==> src/rtl/subckt_bist_driver_pkg.sv <==
// rtl/subckt_bist_driver_pkg.sv - shared types, defaults and Galois step for the subcircuit BIST driver
//
// Purpose : state enum for the BIST sequencer, default LFSR seed and
//           polynomial, and the single Galois shift step used by both the
//           stimulus LFSR and the response MISR.
// Ports   : none (package).
// Config  : none.

package subckt_bist_pkg;

   // Working width of galois_step; callers zero-extend into it and pass
   // their real width in w.
   localparam int GALOIS_W  = 32;
   localparam int GALOIS_IW = $clog2(GALOIS_W);

   localparam logic [15:0] DEFAULT_SEED = 16'hACE1;
   localparam logic [15:0] DEFAULT_POLY = 16'hB400;

   typedef enum logic [2:0] {
      IDLE,
      DUT_RST,
      RUN,
      FLUSH,
      COMPARE,
      DONE
   } bist_state_e;

   // One Galois step of a w-bit register: shift left, fold in poly when the
   // outgoing msb is set, xor in the parallel input. Bits >= w are cleared.
   function automatic logic [GALOIS_W-1:0] galois_step(
      input logic [GALOIS_W-1:0] val,
      input logic [GALOIS_W-1:0] poly,
      input logic [GALOIS_W-1:0] in,
      input int unsigned         w = 16
   );
      logic [GALOIS_W-1:0] mask;
      logic [GALOIS_W-1:0] nxt;
      mask = ~({GALOIS_W{1'b1}} << w);
      nxt  = {val[GALOIS_W-2:0], 1'b0}
           ^ (val[GALOIS_IW'(w - 32'd1)] ? poly : '0)
           ^ in;
      return nxt & mask;
   endfunction

endpackage

==> src/rtl/subckt_bist_driver_if.sv <==
// rtl/subckt_bist_driver_if.sv - control and subcircuit-facing signals of the BIST driver
//
// Purpose : bundles run control, status and the stimulus/response pair.
// Signals : start, abort        run request / cancel (towards driver)
//           resp[N_OUT]         subcircuit outputs (towards driver)
//           stim[N_IN]          subcircuit primary inputs (from driver)
//           dut_rst_n           subcircuit reset, active low (from driver)
//           busy, done, pass    status (from driver)
//           sig_out[SIG_W]      live MISR value, only with BIST_SIG_READBACK_EN
// Modports: master = BIST driver, slave = harness/subcircuit side.
// Config  : BIST_SIG_READBACK_EN adds sig_out and its width parameter.

interface subckt_bist_if #(
   parameter int N_IN  = 3,
   parameter int N_OUT = 1
`ifdef BIST_SIG_READBACK_EN
   , parameter int SIG_W = 16
`endif
);
   logic             start;
   logic             abort;
   logic [N_OUT-1:0] resp;
   logic [N_IN-1:0]  stim;
   logic             dut_rst_n;
   logic             busy;
   logic             done;
   logic             pass;
`ifdef BIST_SIG_READBACK_EN
   logic [SIG_W-1:0] sig_out;

   modport master (
      input  start, abort, resp,
      output stim, dut_rst_n, busy, done, pass, sig_out
   );
   modport slave (
      output start, abort, resp,
      input  stim, dut_rst_n, busy, done, pass, sig_out
   );
`else
   modport master (
      input  start, abort, resp,
      output stim, dut_rst_n, busy, done, pass
   );
   modport slave (
      output start, abort, resp,
      input  stim, dut_rst_n, busy, done, pass
   );
`endif
endinterface

==> src/rtl/subckt_bist_driver_misr.sv <==
// rtl/subckt_bist_driver_misr.sv - multiple-input signature register for subcircuit responses
//
// Purpose : compacts the subcircuit outputs into a W-bit Galois signature.
// Ports   : clk        clock
//           rst        synchronous active-high reset (signature -> 0)
//           clr        clear signature (new run accepted); wins over en
//           en         capture din this cycle
//           din[N_OUT] subcircuit outputs, zero-extended into the step
//           sig[W]     current signature
// Config  : none.

module subckt_misr
   import subckt_bist_pkg::*;
#(
   parameter int           W     = 16,
   parameter int           N_OUT = 1,
   parameter logic [W-1:0] POLY  = DEFAULT_POLY
) (
   input  logic             clk,
   input  logic             rst,
   input  logic             clr,
   input  logic             en,
   input  logic [N_OUT-1:0] din,
   output logic [W-1:0]     sig
);

   logic [W-1:0] sig_q;
   logic [W-1:0] sig_d;

   always_comb begin
      sig_d = sig_q;
      if (clr) begin
         sig_d = '0;
      end else if (en) begin
         sig_d = W'(galois_step(GALOIS_W'(sig_q), GALOIS_W'(POLY), GALOIS_W'(din), W));
      end
   end

   always_ff @(posedge clk) begin
      if (rst) begin
         sig_q <= '0;
      end else begin
         sig_q <= sig_d;
      end
   end

   assign sig = sig_q;

endmodule

==> src/rtl/subckt_bist_driver.sv <==
// rtl/subckt_bist_driver.sv - LFSR stimulus / MISR response BIST driver for one extracted subcircuit
//
// Purpose : on start, holds the subcircuit in reset for RST_CYC cycles,
//           applies N_VEC pseudo-random vectors, waits LAT cycles for the
//           pipeline to drain, compacts exactly N_VEC responses into a MISR
//           and compares the signature with GOLDEN_SIG.
// Ports   : I1470_clk  clock
//           I1477_rst  synchronous active-high reset
//           bist       subckt_bist_if.master: start, abort, resp in;
//                      stim, dut_rst_n, busy, done, pass (and sig_out) out
// Config  : BIST_SIG_READBACK_EN drives bist.sig_out with the live MISR.

module subckt_bist_driver
   import subckt_bist_pkg::*;
#(
   parameter int                N_IN       = 3,
   parameter int                N_OUT      = 1,
   parameter int                LFSR_W     = 16,
   parameter logic [LFSR_W-1:0] SEED       = DEFAULT_SEED,
   parameter logic [LFSR_W-1:0] POLY       = DEFAULT_POLY,
   parameter int                N_VEC      = 1000,
   parameter int                LAT        = 2,
   parameter int                RST_CYC    = 2,
   parameter logic [LFSR_W-1:0] GOLDEN_SIG = '0
) (
   input logic            I1470_clk,
   input logic            I1477_rst,
   subckt_bist_if.master  bist
);

   localparam int VW   = $clog2(N_VEC + 1);
   localparam int CMAX = (RST_CYC > LAT) ? RST_CYC : LAT;
   localparam int CW   = $clog2(CMAX + 1);

   localparam logic [VW-1:0] VEC_LAST   = VW'(N_VEC - 1);
   localparam logic [VW-1:0] VEC_MAX    = VW'(N_VEC);
   localparam logic [CW-1:0] RST_LAST   = CW'(RST_CYC - 1);
   localparam logic [CW-1:0] FLUSH_LAST = CW'(LAT - 1);

   bist_state_e       state_q,     state_d;
   logic [CW-1:0]     cnt_q,       cnt_d;
   logic [VW-1:0]     vec_cnt_q,   vec_cnt_d;
   logic [LFSR_W-1:0] lfsr_q,      lfsr_d;
   logic [N_IN-1:0]   stim_q,      stim_d;
   logic              dut_rst_n_q, dut_rst_n_d;
   logic              busy_q,      busy_d;
   logic              done_q,      done_d;
   logic              pass_q,      pass_d;

   logic              misr_clr;
   logic              cap_en;
   logic [LFSR_W-1:0] misr_sig;
   logic [LFSR_W-1:0] lfsr_step;

   // Vector i is applied in RUN cycle i and its response appears LAT cycles
   // later, so capture covers RUN cycles >= LAT plus the FLUSH cycles whose
   // overall index (N_VEC + flush index) is still >= LAT.
   always_comb begin
      cap_en = ((state_q == RUN)   && (int'(vec_cnt_q) >= LAT))
            || ((state_q == FLUSH) && (int'(cnt_q) + N_VEC >= LAT));
   end

   always_comb begin
      state_d   = state_q;
      cnt_d     = cnt_q;
      vec_cnt_d = vec_cnt_q;
      lfsr_d    = lfsr_q;
      pass_d    = pass_q;
      misr_clr  = 1'b0;
      lfsr_step = LFSR_W'(galois_step(GALOIS_W'(lfsr_q), GALOIS_W'(POLY), '0, LFSR_W));

      case (state_q)
         IDLE: begin
            if (bist.start) begin
               state_d   = DUT_RST;
               cnt_d     = '0;
               vec_cnt_d = '0;
               lfsr_d    = SEED;
               pass_d    = 1'b0;
               misr_clr  = 1'b1;
            end
         end
         DUT_RST: begin
            if (cnt_q == RST_LAST) begin
               state_d = RUN;
               cnt_d   = '0;
            end else begin
               cnt_d = cnt_q + 1'b1;
            end
         end
         RUN: begin
            if (vec_cnt_q != VEC_MAX) begin
               vec_cnt_d = vec_cnt_q + 1'b1;
            end
            if (vec_cnt_q == VEC_LAST) begin
               state_d = (LAT > 0) ? FLUSH : COMPARE;
            end
         end
         FLUSH: begin
            if (cnt_q == FLUSH_LAST) begin
               state_d = COMPARE;
               cnt_d   = '0;
            end else begin
               cnt_d = cnt_q + 1'b1;
            end
         end
         COMPARE: begin
            pass_d  = (misr_sig == GOLDEN_SIG);
            state_d = DONE;
         end
         DONE: begin
            state_d = IDLE;
         end
         default: begin
            state_d = IDLE;
         end
      endcase

      if ((state_q != IDLE) && bist.abort) begin
         state_d = IDLE;
         pass_d  = 1'b0;
      end

      // Outputs are registered from the next state, so stim shows the
      // pre-advance LFSR value in the same cycle the FSM sits in RUN.
      if (state_d == RUN) begin
         lfsr_d = lfsr_step;
      end
      stim_d      = (state_d == RUN) ? lfsr_q[N_IN-1:0] : '0;
      dut_rst_n_d = (state_d != DUT_RST);
      busy_d      = (state_d != IDLE);
      done_d      = (state_d == DONE);
   end

   always_ff @(posedge I1470_clk) begin
      if (I1477_rst) begin
         state_q     <= IDLE;
         cnt_q       <= '0;
         vec_cnt_q   <= '0;
         lfsr_q      <= SEED;
         stim_q      <= '0;
         dut_rst_n_q <= 1'b0;
         busy_q      <= 1'b0;
         done_q      <= 1'b0;
         pass_q      <= 1'b0;
      end else begin
         state_q     <= state_d;
         cnt_q       <= cnt_d;
         vec_cnt_q   <= vec_cnt_d;
         lfsr_q      <= lfsr_d;
         stim_q      <= stim_d;
         dut_rst_n_q <= dut_rst_n_d;
         busy_q      <= busy_d;
         done_q      <= done_d;
         pass_q      <= pass_d;
      end
   end

   subckt_misr #(
      .W     (LFSR_W),
      .N_OUT (N_OUT),
      .POLY  (POLY)
   ) u_misr (
      .clk (I1470_clk),
      .rst (I1477_rst),
      .clr (misr_clr),
      .en  (cap_en),
      .din (bist.resp),
      .sig (misr_sig)
   );

   assign bist.stim      = stim_q;
   assign bist.dut_rst_n = dut_rst_n_q;
   assign bist.busy      = busy_q;
   assign bist.done      = done_q;
   assign bist.pass      = pass_q;
`ifdef BIST_SIG_READBACK_EN
   assign bist.sig_out   = misr_sig;
`endif

endmodule

==> src/flat_wrapper.sv <==
// flat-port wrapper written by rule: the top's interface ports become plain ports
module subckt_bist_driver_flat import subckt_bist_pkg::*;
#(
   parameter int                N_IN       = 3,
   parameter int                N_OUT      = 1,
   parameter int                LFSR_W     = 16,
   parameter logic [LFSR_W-1:0] SEED       = DEFAULT_SEED,
   parameter logic [LFSR_W-1:0] POLY       = DEFAULT_POLY,
   parameter int                N_VEC      = 1000,
   parameter int                LAT        = 2,
   parameter int                RST_CYC    = 2,
   parameter logic [LFSR_W-1:0] GOLDEN_SIG = '0
)
  (I1470_clk, I1477_rst, bist_start, bist_abort, bist_resp, bist_stim, bist_dut_rst_n, bist_busy, bist_done, bist_pass);
  subckt_bist_if #(.N_IN(N_IN), .N_OUT(N_OUT)) bist_i ();
  input logic I1470_clk;
  input logic I1477_rst;
  input wire logic [$bits(bist_i.start)-1:0] bist_start;
  input wire logic [$bits(bist_i.abort)-1:0] bist_abort;
  input wire logic [$bits(bist_i.resp)-1:0] bist_resp;
  output wire logic [$bits(bist_i.stim)-1:0] bist_stim;
  output wire logic [$bits(bist_i.dut_rst_n)-1:0] bist_dut_rst_n;
  output wire logic [$bits(bist_i.busy)-1:0] bist_busy;
  output wire logic [$bits(bist_i.done)-1:0] bist_done;
  output wire logic [$bits(bist_i.pass)-1:0] bist_pass;
  assign bist_i.start = bist_start;
  assign bist_i.abort = bist_abort;
  assign bist_i.resp = bist_resp;
  assign bist_stim = bist_i.stim;
  assign bist_dut_rst_n = bist_i.dut_rst_n;
  assign bist_busy = bist_i.busy;
  assign bist_done = bist_i.done;
  assign bist_pass = bist_i.pass;
  subckt_bist_driver #(.N_IN(N_IN), .N_OUT(N_OUT), .LFSR_W(LFSR_W), .SEED(SEED), .POLY(POLY), .N_VEC(N_VEC), .LAT(LAT), .RST_CYC(RST_CYC), .GOLDEN_SIG(GOLDEN_SIG)) u_core (.I1470_clk(I1470_clk), .I1477_rst(I1477_rst), .bist(bist_i));
endmodule
==> config.mk <==
export PLATFORM = sky130hd
export DESIGN_NAME = subckt_bist_driver_flat
export DESIGN_NICKNAME = d
export VERILOG_FILES = /design/src/rtl/subckt_bist_driver_pkg.sv /design/src/rtl/subckt_bist_driver_if.sv /design/src/rtl/subckt_bist_driver_misr.sv /design/src/rtl/subckt_bist_driver.sv /design/src/flat_wrapper.sv
export SDC_FILE = /design/constraint.sdc
export NUM_CORES = 1
export LEC_CHECK = 0
export CORE_MARGIN = 3
export CORE_UTILIZATION = 57
export DETAILED_ROUTE_END_ITERATION = 7
export GPL_ROUTABILITY_DRIVEN = 1
export HOLD_SLACK_MARGIN = 0.05
export MAX_ROUTING_LAYER = met4
export PLACE_DENSITY = 0.77
export SETUP_SLACK_MARGIN = 0.2
export SYNTH_ARGS = -nofsm -noshare
export SYNTH_HDL_FRONTEND = slang
export SYNTH_SLANG_ARGS = --single-unit
==> constraint.sdc <==
create_clock -name I1470_clk -period 4.3 [get_ports I1470_clk]
set_input_delay 0.86 -clock I1470_clk [delete_from_list [all_inputs] [get_ports I1470_clk]]
set_output_delay 0.86 -clock I1470_clk [all_outputs]
set_load 0.01 [all_outputs]
==> results.cfg <==
[global_routing]
grt_pass1_vias = 1402
grt_usage_pct = 19.9
grt_max_degree = 26
gr-total-overflow = 0
grt_pass1_wl_um = 6070
antenna_found_initial = 0

[flow_run]
cap_violations = 0

[place]
post-place-cells = 245
numPortBuffers = 11
placed_area_mm2 = 0.00198
gp_congestion = 0.884
dp_hpwl_um = 2510

[final_layout]
fin_nets = 217
fin_area_mm2 = 0.00208
area_growth_pct = 12.6
drive_gt1_share_pct = 7.66
nFillCells = 261
layout_common_cells = dfxtp_1, nor2_1, mux2i_1
layout_commonest_cell = dfxtp_1
n_antenna_cell = 0
finalNonFillerCells = 253

[setup_path]
start_kind = input pin
r2r-start = u_core.vec_cnt_q[0]
cp_max_fo = 25
rrSetupSlack_ns = 2.09
arrival_ns = 2.62
ff2ff_path_depth = 6
endpoint_kind = flop
cp.required_ns = 4.50
crit_path_end = u_core.vec_cnt_q[6]
r2r_end = u_core.u_misr.sig[9]
worstSetupPathType = input pin to flop
critPathLaunch = I1477_rst

[sta]
setup_viol = 0
hold_ws_ns = 0.478
period_share_pct = 56.3
slew_headroom_pct = 22.2
skew_ns = 0.00855
tightest_slew_ns = 1.17
drv_slew = 0
hold_violations = 0
finalSetupTns_ns = 0
fmax_mhz = 413
period_needed_ns = 2.42
rsz0062_at_grt = false

[yosys]
synth-seq-cells = 41
avgSynthCellArea_um2 = 9.33
synth_cell_types = 44
netlist_instances = 198
synth_edf_count = 0
yosysWarnings = 0
syn-num-nets = 207
synth_flop_cell = dfxtp_1
yosys.area.top_type_share_pct = 44.4
syn_area_mm2 = 0.00185
synth_top_cell_by_area = dfxtp_1
synth.area.top_cells = dfxtp_1, mux2i_1, nor2_1
ys_seq_area_share_pct = 44.4
synthArstFlopShare_pct = 0

[routing]
drc = 0
dr_total_vias = 1385
drt_iter0_markers = 45
wire_per_inst_um = 13.4
vias_per_cell = 5.47
finalWirelength_um = 3400
ant_nets = 0
firstDrtPassIters = 4

[cts]
cts.sinks = 41
path_clk_slew_ns = 0.12
worstSkewPairLatency_ns = 0.34
htreeDepth = 2
post_cts_buffers = 0
cts_buffers = 5
cts_hold_buf = 0
ctsLongestPathBuffers = 2
postCtsResizedCells = 0
root_buffer = clkbuf_4
cts_tree = built

[power_and_ir_drop]
pwr-share-seq_pct = 52.4
sw_frac_of_total_pct = 21.1
switchingPower_uw = 158
pwr-share-clk_pct = 40.5
power_frac_comb_pct = 7.1
fin_total_pwr_uw = 746
irDropWorstVdd_mv = 0.231
cellPowerDensity_mw_per_mm2 = 359
p_leak_uw = 0.000707
p_int_uw = 588

[die]
floorplan.rows = 20
initial_core_util_pct = 60.0
coreArea_mm2 = 0.00308
ios = 12
die_area_mm2 = 0.00396
die_w_um = 62.9
die_h_um = 62.9

[worst_hold_path]
hp-class = flop to flop

[status]
status = completed
==> layer usage <==
metal | track usage [%] | vias up | wire length (um)
li1 | - | 709 | -
met3 | 4.86 | 4 | 95
met1 | 22.1 | 656 | 1530
met2 | 33.9 | 16 | 1730
met5 | - | - | 0
met4 | 8.54 | 0 | 42
==> area by class of cell <==
cell class / instances / area, um^2 / share of cell area (%)
inverter: 11 / 41.3 / 1.99
timing repair buffer: 11 / 110 / 5.29
tap: 44 / 55.1 / 2.65
clock inverter: 3 / 65.1 / 3.13
multi-input combinational: 138 / 950 / 45.7
sequential: 41 / 821 / 39.5
clock buffer: 5 / 37.5 / 1.81
==> flip-flops by register name (all words and copies together), names as in the netlist, 2 cells and up <==
signal             flops
u_core.u_misr.sig     16
u_core.state_q         3
u_core.vec_cnt_q      10
u_core.lfsr_q          3
u_core.cnt_q           2
u_core.bist.stim       3
==> cells in the mapped netlist, types with 2 or more instances <==
cell       instances
buf_2              3
dfxtp_1           41
nand2b_1           3
nand3_1            7
a211oi_2           3
nand2_1           12
nand4bb_1          3
clkbuf_1           2
ha_1               4
nor4_1            10
xnor2_1            8
a21oi_1            5
or3_1              4
nor2_1            32
mux2i_1           15
xor2_1             2
inv_1             10
nor3b_1            2
nor2b_1            2
nor3_1             5
buf_6              2
==> critical path: stages <==
cell and delay [ns]:
clkdlybuf4s50_1 0.67, clkinv_1 0.27, nand2_1 0.68, nor2_1 0.13
==> power by group through the flow <==
stage	combinational [uW]	sequential [uW]	clock (uW)
2_1_floorplan	36.4	399	0
3_3_place_gp	52.0	399	0
3_5_place_dp	53.2	399	0
4_1_cts	53.5	391	308
5_1_grt	59.3	392	322
6_report	53.0	391	302
==> logic make-up (layout without fill, tap and decap cells) <==
kind of cell | after synthesis | count (layout) | share of synthesized area [%]
DFF | 41 | 41 | 44.4
xor gates and xnor gates | 10 | 10 | 4.74
and+or+nand+nor | 90 | 90 | 26.2
muxes | 16 | 16 | 8.74
AOI/OAI and AO/OA | 17 | 17 | 7.59
adders and majority gates | 5 | 5 | 3.25
buffers and inverters | 19 | 30 | 5.08
==> metrics by stage <==
stage | util (%) | setup WS [ns]
finish | 67.6 | 1.88
global route | 67.6 | 1.67
CTS | 67.6 | 1.87
detailed placement | 64.2 | 1.47
global placement | 64.2 | 1.57
floorplan | - | 2.35
==> worst min path at each step <==
stage | slack (ns) | endpoint | from | cells past startpoint
final | 0.48 | u_core.bist.stim[1] | u_core.lfsr_q[1] | 2
after global routing | 0.50 | u_core.bist.stim[2] | u_core.lfsr_q[2] | 1
after CTS | 0.48 | u_core.bist.stim[1] | u_core.lfsr_q[1] | 2
after detailed placement | 0.46 | u_core.bist.stim[1] | u_core.lfsr_q[1] | 2
after global placement | 0.46 | u_core.bist.stim[1] | u_core.lfsr_q[1] | 2
after floorplan | 0.43 | u_core.bist.stim[1] | u_core.lfsr_q[1] | 2
Note: power is estimated with default switching activity, not from simulation.
